===== src/rtl/mem_stage_pkg.sv =====
// Shared types and constants for the memory-stage controller: FSM states,
// AccessSize encodings, byte-enable patterns and store-lane helpers.
package mem_stage_pkg;

   typedef enum logic [1:0] {
      IDLE     = 2'd0,
      REQ      = 2'd1,
      WAIT_RSP = 2'd2,
      DONE     = 2'd3
   } state_e;

   localparam logic [1:0] SIZE_WORD = 2'b00;
   localparam logic [1:0] SIZE_HALF = 2'b01;
   localparam logic [1:0] SIZE_BYTE = 2'b10;

   localparam logic [3:0] BE_WORD    = 4'b1111;
   localparam logic [3:0] BE_HALF_LO = 4'b0011;
   localparam logic [3:0] BE_HALF_HI = 4'b1100;
   localparam logic [3:0] BE_BYTE0   = 4'b0001;

   // Reserved size 2'b11 falls through to the word pattern.
   function automatic logic [3:0] store_byte_en(input logic [1:0] size,
                                                input logic [1:0] addr_lo);
      logic [3:0] be;
      case (size)
         SIZE_HALF: be = addr_lo[1] ? BE_HALF_HI : BE_HALF_LO;
         SIZE_BYTE: be = BE_BYTE0 << addr_lo;
         default:   be = BE_WORD;
      endcase
      return be;
   endfunction

   function automatic logic [31:0] store_lanes(input logic [1:0]  size,
                                               input logic [31:0] wdata);
      logic [31:0] lanes;
      case (size)
         SIZE_HALF: lanes = {2{wdata[15:0]}};
         SIZE_BYTE: lanes = {4{wdata[7:0]}};
         default:   lanes = wdata;
      endcase
      return lanes;
   endfunction

endpackage


===== src/rtl/load_align.sv =====
// Extracts the addressed byte/halfword from a returned memory word and
// sign- or zero-extends it to 32 bits; word accesses pass straight through.
module load_align
   import mem_stage_pkg::*;
(
   input  logic [31:0] data_i,
   input  logic [1:0]  addr_lo_i,
   input  logic [1:0]  size_i,
   input  logic        signed_i,
   output logic [31:0] data_o
);

   logic [7:0]  byte_sel;
   logic [15:0] half_sel;

   always_comb begin
      case (addr_lo_i)
         2'd1:    byte_sel = data_i[15:8];
         2'd2:    byte_sel = data_i[23:16];
         2'd3:    byte_sel = data_i[31:24];
         default: byte_sel = data_i[7:0];
      endcase
      half_sel = addr_lo_i[1] ? data_i[31:16] : data_i[15:0];

      case (size_i)
         SIZE_BYTE: data_o = {{24{signed_i & byte_sel[7]}}, byte_sel};
         SIZE_HALF: data_o = {{16{signed_i & half_sel[15]}}, half_sel};
         default:   data_o = data_i;
      endcase
   end

endmodule


===== src/rtl/mem_stage_ctrl.sv =====
// Memory-stage controller: turns EX/MEM load/store requests into a stalled
// valid/ready memory transaction. Optional macro: MEM_MISALIGN_CHECK_EN.
module mem_stage_ctrl
   import mem_stage_pkg::*;
#(
   parameter int TIMEOUT_CYCLES = 64,
   parameter int ADDR_W         = 32
)
(
   input  logic              Clk,
   input  logic              Reset,
   input  logic              MemRead,
   input  logic              MemWrite,
   input  logic [ADDR_W-1:0] Address,
   input  logic [31:0]       WriteData,
   input  logic [1:0]        AccessSize,
   input  logic              LoadSigned,
   output logic [31:0]       ReadData,
   output logic              MemStall,
   output logic              MemError,
   output logic              MReqValid,
   input  logic              MReqReady,
   output logic              MReqWrite,
   output logic [ADDR_W-1:0] MReqAddr,
   output logic [31:0]       MReqWData,
   output logic [3:0]        MReqByteEn,
   input  logic              MRspValid,
   input  logic [31:0]       MRspData,
   output logic [1:0]        DbgState
);

   // Handshake: a request transfers on a rising edge where MReqValid and
   // MReqReady are both high; MReq* are registered and stay frozen while
   // MReqValid waits for MReqReady. MRspValid has no back-pressure and is only
   // honoured in WAIT_RSP, so stray or post-reset responses are dropped.

   localparam int CNT_W = $clog2(TIMEOUT_CYCLES + 1);

   state_e            state_q,     state_d;
   logic [CNT_W-1:0]  cnt_q,       cnt_d;
   logic [31:0]       rdata_q,     rdata_d;
   logic              err_q,       err_d;
   logic [1:0]        addr_lo_q,   addr_lo_d;
   logic [1:0]        size_q,      size_d;
   logic              signed_q,    signed_d;
   logic              req_write_q, req_write_d;
   logic [ADDR_W-1:0] req_addr_q,  req_addr_d;
   logic [31:0]       req_wdata_q, req_wdata_d;
   logic [3:0]        req_be_q,    req_be_d;

   logic              stall;
   logic              misaligned;
   logic [31:0]       aligned_data;

   load_align u_load_align (
      .data_i    (MRspData),
      .addr_lo_i (addr_lo_q),
      .size_i    (size_q),
      .signed_i  (signed_q),
      .data_o    (aligned_data)
   );

`ifdef MEM_MISALIGN_CHECK_EN
   // Reserved size 2'b11 behaves as a word, so it shares the word rule.
   assign misaligned = ((AccessSize != SIZE_HALF) && (AccessSize != SIZE_BYTE) &&
                        (Address[1:0] != 2'b00)) ||
                       ((AccessSize == SIZE_HALF) && Address[0]);
`else
   assign misaligned = 1'b0;
`endif

   always_ff @(posedge Clk or negedge Reset) begin
      if (!Reset) begin
         state_q     <= IDLE;
         cnt_q       <= '0;
         rdata_q     <= '0;
         err_q       <= 1'b0;
         addr_lo_q   <= '0;
         size_q      <= '0;
         signed_q    <= 1'b0;
         req_write_q <= 1'b0;
         req_addr_q  <= '0;
         req_wdata_q <= '0;
         req_be_q    <= '0;
      end else begin
         state_q     <= state_d;
         cnt_q       <= cnt_d;
         rdata_q     <= rdata_d;
         err_q       <= err_d;
         addr_lo_q   <= addr_lo_d;
         size_q      <= size_d;
         signed_q    <= signed_d;
         req_write_q <= req_write_d;
         req_addr_q  <= req_addr_d;
         req_wdata_q <= req_wdata_d;
         req_be_q    <= req_be_d;
      end
   end

   always_comb begin
      state_d     = state_q;
      cnt_d       = cnt_q;
      rdata_d     = rdata_q;
      err_d       = err_q;
      addr_lo_d   = addr_lo_q;
      size_d      = size_q;
      signed_d    = signed_q;
      req_write_d = req_write_q;
      req_addr_d  = req_addr_q;
      req_wdata_d = req_wdata_q;
      req_be_d    = req_be_q;
      stall       = 1'b0;

      case (state_q)
         IDLE: begin
            if (MemRead | MemWrite) begin
               stall       = 1'b1;
               addr_lo_d   = Address[1:0];
               size_d      = AccessSize;
               signed_d    = LoadSigned;
               req_write_d = MemWrite;
               req_addr_d  = {Address[ADDR_W-1:2], 2'b00};
               req_wdata_d = store_lanes(AccessSize, WriteData);
               req_be_d    = store_byte_en(AccessSize, Address[1:0]);
               cnt_d       = '0;
               if (misaligned) begin
                  state_d = DONE;
                  err_d   = 1'b1;
                  rdata_d = '0;
               end else begin
                  // Read+write together proceeds as a write but reports an error.
                  state_d = REQ;
                  err_d   = MemRead & MemWrite;
               end
            end
         end
         REQ: begin
            stall = 1'b1;
            if (MReqReady) begin
               state_d = req_write_q ? DONE : WAIT_RSP;
               cnt_d   = '0;
            end
         end
         WAIT_RSP: begin
            stall = 1'b1;
            if (MRspValid) begin
               rdata_d = aligned_data;
               cnt_d   = '0;
               state_d = DONE;
            end else if (cnt_q == CNT_W'(TIMEOUT_CYCLES - 1)) begin
               rdata_d = '0;
               err_d   = 1'b1;
               cnt_d   = '0;
               state_d = DONE;
            end else begin
               cnt_d = cnt_q + CNT_W'(1);
            end
         end
         DONE: begin
            state_d = IDLE;
            err_d   = 1'b0;
         end
         default: state_d = IDLE;
      endcase
   end

   assign ReadData   = rdata_q;
   assign MemStall   = stall;
   assign MemError   = (state_q == DONE) & err_q;
   assign MReqValid  = (state_q == REQ);
   assign MReqWrite  = req_write_q;
   assign MReqAddr   = req_addr_q;
   assign MReqWData  = req_wdata_q;
   assign MReqByteEn = req_be_q;
   assign DbgState   = state_q;

endmodule


===== config.mk =====
export PLATFORM = sky130hd
export DESIGN_NAME = mem_stage_ctrl
export DESIGN_NICKNAME = d
export VERILOG_FILES = /design/src/rtl/mem_stage_pkg.sv /design/src/rtl/load_align.sv /design/src/rtl/mem_stage_ctrl.sv
export SDC_FILE = /design/constraint.sdc
export NUM_CORES = 1
export LEC_CHECK = 0
export CAP_MARGIN = 20
export CORE_ASPECT_RATIO = 0.7
export CORE_MARGIN = 1.5
export CORE_UTILIZATION = 48
export CTS_CLUSTER_DIAMETER = 200
export DETAILED_ROUTE_END_ITERATION = 10
export GPL_ROUTABILITY_DRIVEN = 0
export PLACE_DENSITY = 0.95
export SYNTH_ARGS = -nofsm -noshare
export SYNTH_HDL_FRONTEND = slang
export SYNTH_SLANG_ARGS = --single-unit
export TNS_END_PERCENT = 30

===== constraint.sdc =====
create_clock -name Clk -period 3.3 [get_ports Clk]
set_clock_uncertainty 0.1 [all_clocks]
set_input_delay 0.66 -clock Clk [delete_from_list [all_inputs] [get_ports Clk]]
set_output_delay 0.66 -clock Clk [all_outputs]
set_load 0.05 [all_outputs]

* After elaboration in Yosys (flattened, before gate mapping)
Index checks and enable logic that the tools add are counted.
Operators by class: shifts and indexed selects 1, multiply operators 0, eq/ne operators 16, reduce and logical (&&, ||, !) cells 10, mux-type cells 25, $lt $le $gt $ge 0, bitwise gates (word level) 5, div/mod/pow operators 0, $add $sub $neg 1
Operators by type and width (number):
- one-hot mux 32 bit (2 select lines) | 2
- two-way mux 32 bit | 2
- two-way mux 7 bit | 4
- one-hot mux 8 bit (3 select lines) | 1
- one-hot mux 7 bit (3 select lines) | 1
- two-way mux 16 bit | 1
- equality test 2 bit, second input constant | 6
- equality test 2 x 1 -> 1 bit, second input constant | 4
- two-way mux 2 bit | 4
- one-hot mux 2 bit (4 select lines) | 1
- one-hot mux 4 bit (2 select lines) | 1
- adder 7 x 1 -> 7 bit, second input constant | 1
- equality test 7 x 6 -> 1 bit, second input constant | 1
- inequality test 2 bit, second input constant | 3
- AND reduction 3 bit | 2
- nonzero test 3 bit | 2
- two-way mux 1 bit | 5
- AND 1 bit | 4
- two-way mux 4 bit | 1
- AND reduction 2 bit | 2
- AND reduction 4 bit | 1
- left shift 1 x 2 -> 4 bit, first input constant | 1
- inequality test 3 bit, second input constant | 1
- one-hot mux 1 bit (3 select lines) | 1
- other kinds (6) | 6
Word-level totals: memory bits (writable) 0, memories kept 0, latch bits 0, input bits 105, ROM bits 0, flip-flop bits (word level) 114, word-level logic and storage cells 69

* Logic depth before layout (Yosys ltp)
depth after elaboration 5, mapped depth 8

* Modules after synthesis
A second synthesis with hierarchy kept.
Second synthesis, totals: cells, all modules 594, area, all modules 5571.6 sq um
Modules (own cells, without submodules):
- mem_stage_ctrl | sequential area each 2852.7 sq um, times used 1, area an instance 4810.9 sq um, cells each 476
- load_align | sequential area each 0.0 sq um, times used 1, area an instance 760.7 sq um, cells each 118

* Worst setup path after synthesis
No wires, ideal clock.
path type register to output, start register state_q[1], in the netlist DbgState[1], end output MemStall, setup slack 0.331 ns, arrival 2.209 ns, stages on the path, launching flop included 7, buffers on the path 1, data required time 2.540 ns, path through dfrtp_1 > inv_1 > ha_1 > o21a_1 > clkbuf_1 > nor2_1 > nor2_1
On the way: cells in the longest elaborated chain, start to end 3, elaborated cells on any way between the ends 5, classes of those cells eq/ne: 2; mux: 1; reduce/logical: 2
Ends and longest elaborated chain:
- start: declaration | RTL line mem_stage_ctrl.sv:39 | state_e state_q, state_d;
- start signal: assignment | RTL line mem_stage_ctrl.sv:86 | state_q <= state_d;
- equality test 2 x 1 -> 1 bit or equality test 2 bit (tied branches) | RTL line mem_stage_ctrl.sv:114 | case (state_q)
- OR reduction 2 bit (no line)
- one-hot mux 1 bit (2 select lines) * | RTL line mem_stage_ctrl.sv:114
- end: declaration | RTL line mem_stage_ctrl.sv:19 | output logic MemStall,
Every way passes the cells marked *; elsewhere a longest branch is shown, timed or not.

* Worst setup path in the final report
start register state_q[1], in the netlist DbgState[1], end output MReqValid
On the way: cells in the longest elaborated chain, start to end 1
Ends and longest elaborated chain:
- equality test 2 x 1 -> 1 bit | RTL line mem_stage_ctrl.sv:170 | assign MReqValid = (state_q == REQ);
- end: declaration | RTL line mem_stage_ctrl.sv:21 | output logic MReqValid,
Every way passes these cells.

==> reports/metrics.yaml <==
run_status:
  outcome: "finished clean"
worst_setup_path:
  crit_fanout: 7
  crit_required_ps: 2540
  crit_family: "buffers and inverters"
  slowest_delay_ps: 830
  path_buf_inv: 2
  crit_type: "reg -> out"
  crit_path_start_kind: "register"
  critPathArrivalTime_ps: 2160
  crit_chain: "inv_1, ha_1, clkdlybuf4s50_1"
  end_kind: "primary output"
  crit_slowest_cell: "clkdlybuf4s50_1"
clock_tree:
  cts_made_buffers: 17
  clockBufferDepth: 2
  cts_resized: 0
  ctsRootBufferMaster: "clkbuf_16"
  hold_buffers: 0
  cts_tree: "done"
  clkTransAtPathRegs_ps: 50
  post-cts-setup-buffer-count: 0
  clock_latency_ps: 410
  cts_max_level: 4
  cts_sinks: 114
synth:
  synth_area_um2: 5530
  ys_ff_latch: 114
  synth_edf_count: 0
  syn_avg_cell_area_um2: 9.44
  synth_warnings: 0
  synth_top_area_share_pct: 51.5
  synth_cells: 586
  synth_area_leaders: "dfrtp_1, nand2_1, a221o_1"
  async_flop_share_pct: 100
  synth.yosys.seq_area_share_pct: 51.5
  yosysTopAreaCell: "dfrtp_1"
  synth.distinct_cells: 46
  synth_flop_cell: "dfrtp_1"
power:
  comb_power_share_pct: 57.2
  pwr_density_cell_nw_per_um2: 1190
  peakVddDrop_v: 0.000655
  p_leak_nw: 3.73
  net-switching-power_w: 0.00483
  p_clk_share_pct: 18.3
  power.total_w: 0.00999
  p_int_w: 0.00515
  swShare_pct: 48.4
  seqPwrFrac_pct: 24.5
sta:
  slew-limit-headroom_pct: 50.2
  period_minus_slack_ps: 2920
  tightestPinTransition_ps: 745
  slew_viol_final: 0
  fin_setup_tns_ps: 0
  rsz0062_at_grt: "no"
  setup_viol: 0
  post-route-period-util_pct: 88.6
  hold_violations: 0
  max_freq_ghz: 0.342
  fin_hold_ws_ps: 186
detailed_routing:
  drt_first_pass_iters: 7
  via_count: 5492
  drtIter0Drc: 512
  drt_wl_total_um: 18500
  vias_per_cell: 5.76
  final_antenna_net_count: 0
  wl_per_cell_um: 19.4
  drc_errors: 0
final_layout:
  area_growth_pct: 51.2
  finalNonFillerCells: 954
  diodes: 0
  nets: 906
  utilization_pct: 75.2
  final_layout_size_suffix_gt1_share_pct: 7.87
grt:
  grt_pass1_vias: 5514
  grt_overflow: 0
  grt_max_degree: 68
  antenna_found_initial: 0
  grt_pass1_wl_um: 29200
  grt_use_total_pct: 30.6
die:
  initial_core_util_pct: 49.7
  ios: 211
  die_width_um: 131
  fp.coreArea_um2: 11100
  fp-row-count: 32
  die_y_um: 92.8
  dieArea_um2: 12200
job:
  maxCapViolCount: 0
place:
  place_inst: 922
  io_buffers: 208
  hpwl_um: 13300
min_path:
  worst_hold_path_type: "in -> async"
==> cell families (layout without fill, tap and decap cells) <==
| logic type | count (synthesis) | after routing | share of synthesized area (%) |
|---|---|---|---|
| adder cells (fa/ha/maj) | 12 | 12 | 2.71 |
| buffers and inverters | 49 | 263 | 3.82 |
| AO/OA/AOI/OAI | 126 | 126 | 17.1 |
| AND/OR/NAND/NOR | 260 | 260 | 20.1 |
| flip-flops | 114 | 114 | 51.5 |
| multiplexers | 24 | 24 | 4.61 |
| other | 1 | 2 | 0.0678 |
==> Yosys cell counts (all sizes together) (12+ instances only) <==
cell and count:
ha 12, nor2 32, nand2 167, mux2i 12, nand3 23, a221o 23
inv 12, o21ai 29, nand2b 12, dfrtp 114, clkbuf 23, buf 14
mux2 12
==> worst reg2reg max path, delay by kind of cell, from the launching register on <==
kind,cells,cell delay [ps]
compound gates,3,1260
simple gates,1,340
flops,1,800
==> area by class of cell <==
type / instances / area [µm²]
flip-flops and latches: 114 / 2850
fillers: 777 / 2760
multi-input cells: 424 / 2490
repair buffers: 220 / 2200
clock buffers: 20 / 447
well taps: 153 / 191
clock inverters: 11 / 138
inverters: 12 / 45.0
==> sequential cells by signal, indices dropped and copies added, names as in the netlist <==
signal,flops
DbgState,2
MReqAddr,30
MReqByteEn,4
MReqWData,32
MReqWrite,1
ReadData,32
addr_lo_q,2
cnt_q,7
err_q,1
signed_q,1
size_q,2
==> cells in the final DEF (no fill, tap or decap), types with 17 or more instances in the layout <==
cell type,synthesis,routed
a221o_1,23,23
clkbuf_16,0,17
clkdlybuf4s50_1,0,206
dfrtp_1,114,114
nand2_1,167,167
nand3_1,23,23
nor2_1,32,32
o21ai_0,26,26
==> metrics by stage <==
stage / area, µm² / worst slack (ps)
2_1_floorplan: 5540 / 331
3_3_place_gp: 7780 / 711
3_5_place_dp: 7780 / 568
4_1_cts: 8360 / 379
5_1_grt: 8370 / 298
6_report: 8370 / 378
==> layer usage <==
layer	part of all wire (%)	routed length [µm]	vias to the layer above	global-route usage (%)
li1	-	-	2454	-
met1	40	7500	2631	38.8
met2	48	8850	343	50.9
met3	8.1	1500	64	7.22
met4	3.6	671	0	12.4
met5	0	0	-	0
==> power by group through the flow <==
| stage | registers [W] | logic [W] | clock network, W |
|---|---|---|---|
| 5_1_grt | 0.00250 | 0.00599 | 0.00192 |
| 3_3_place_gp | 0.00240 | 0.00548 | 0 |
| 3_5_place_dp | 0.00244 | 0.00566 | 0 |
| 4_1_cts | 0.00244 | 0.00569 | 0.00185 |
| 2_1_floorplan | 0.00429 | 0.00180 | 0 |
| 6_report | 0.00244 | 0.00571 | 0.00183 |
==> path summary, 6_finish.rpt <==
kind / startpoint / end / slack (ps) / cells past startpoint
worst max register to register: addr_lo_q[1]$_DFFE_PN0P_ / ReadData[17]$_DFFE_PN0P_ / 740 / 4
max in group asynchronous: Reset / MReqAddr[31]$_DFFE_PN0P_ / 2110 / 2
worst max-delay path: DbgState[1]$_DFFE_PN0P_ / MReqValid / 380 / 3
worst min-delay path: Reset / ReadData[30]$_DFFE_PN0P_ / 190 / 1
min in group Clk: MReqAddr[17]$_DFFE_PN0P_ / MReqAddr[17]$_DFFE_PN0P_ / 370 / 2
worst min register to register: MReqAddr[17]$_DFFE_PN0P_ / MReqAddr[17]$_DFFE_PN0P_ / 370 / 2
Power figures use the tool's default switching activity.
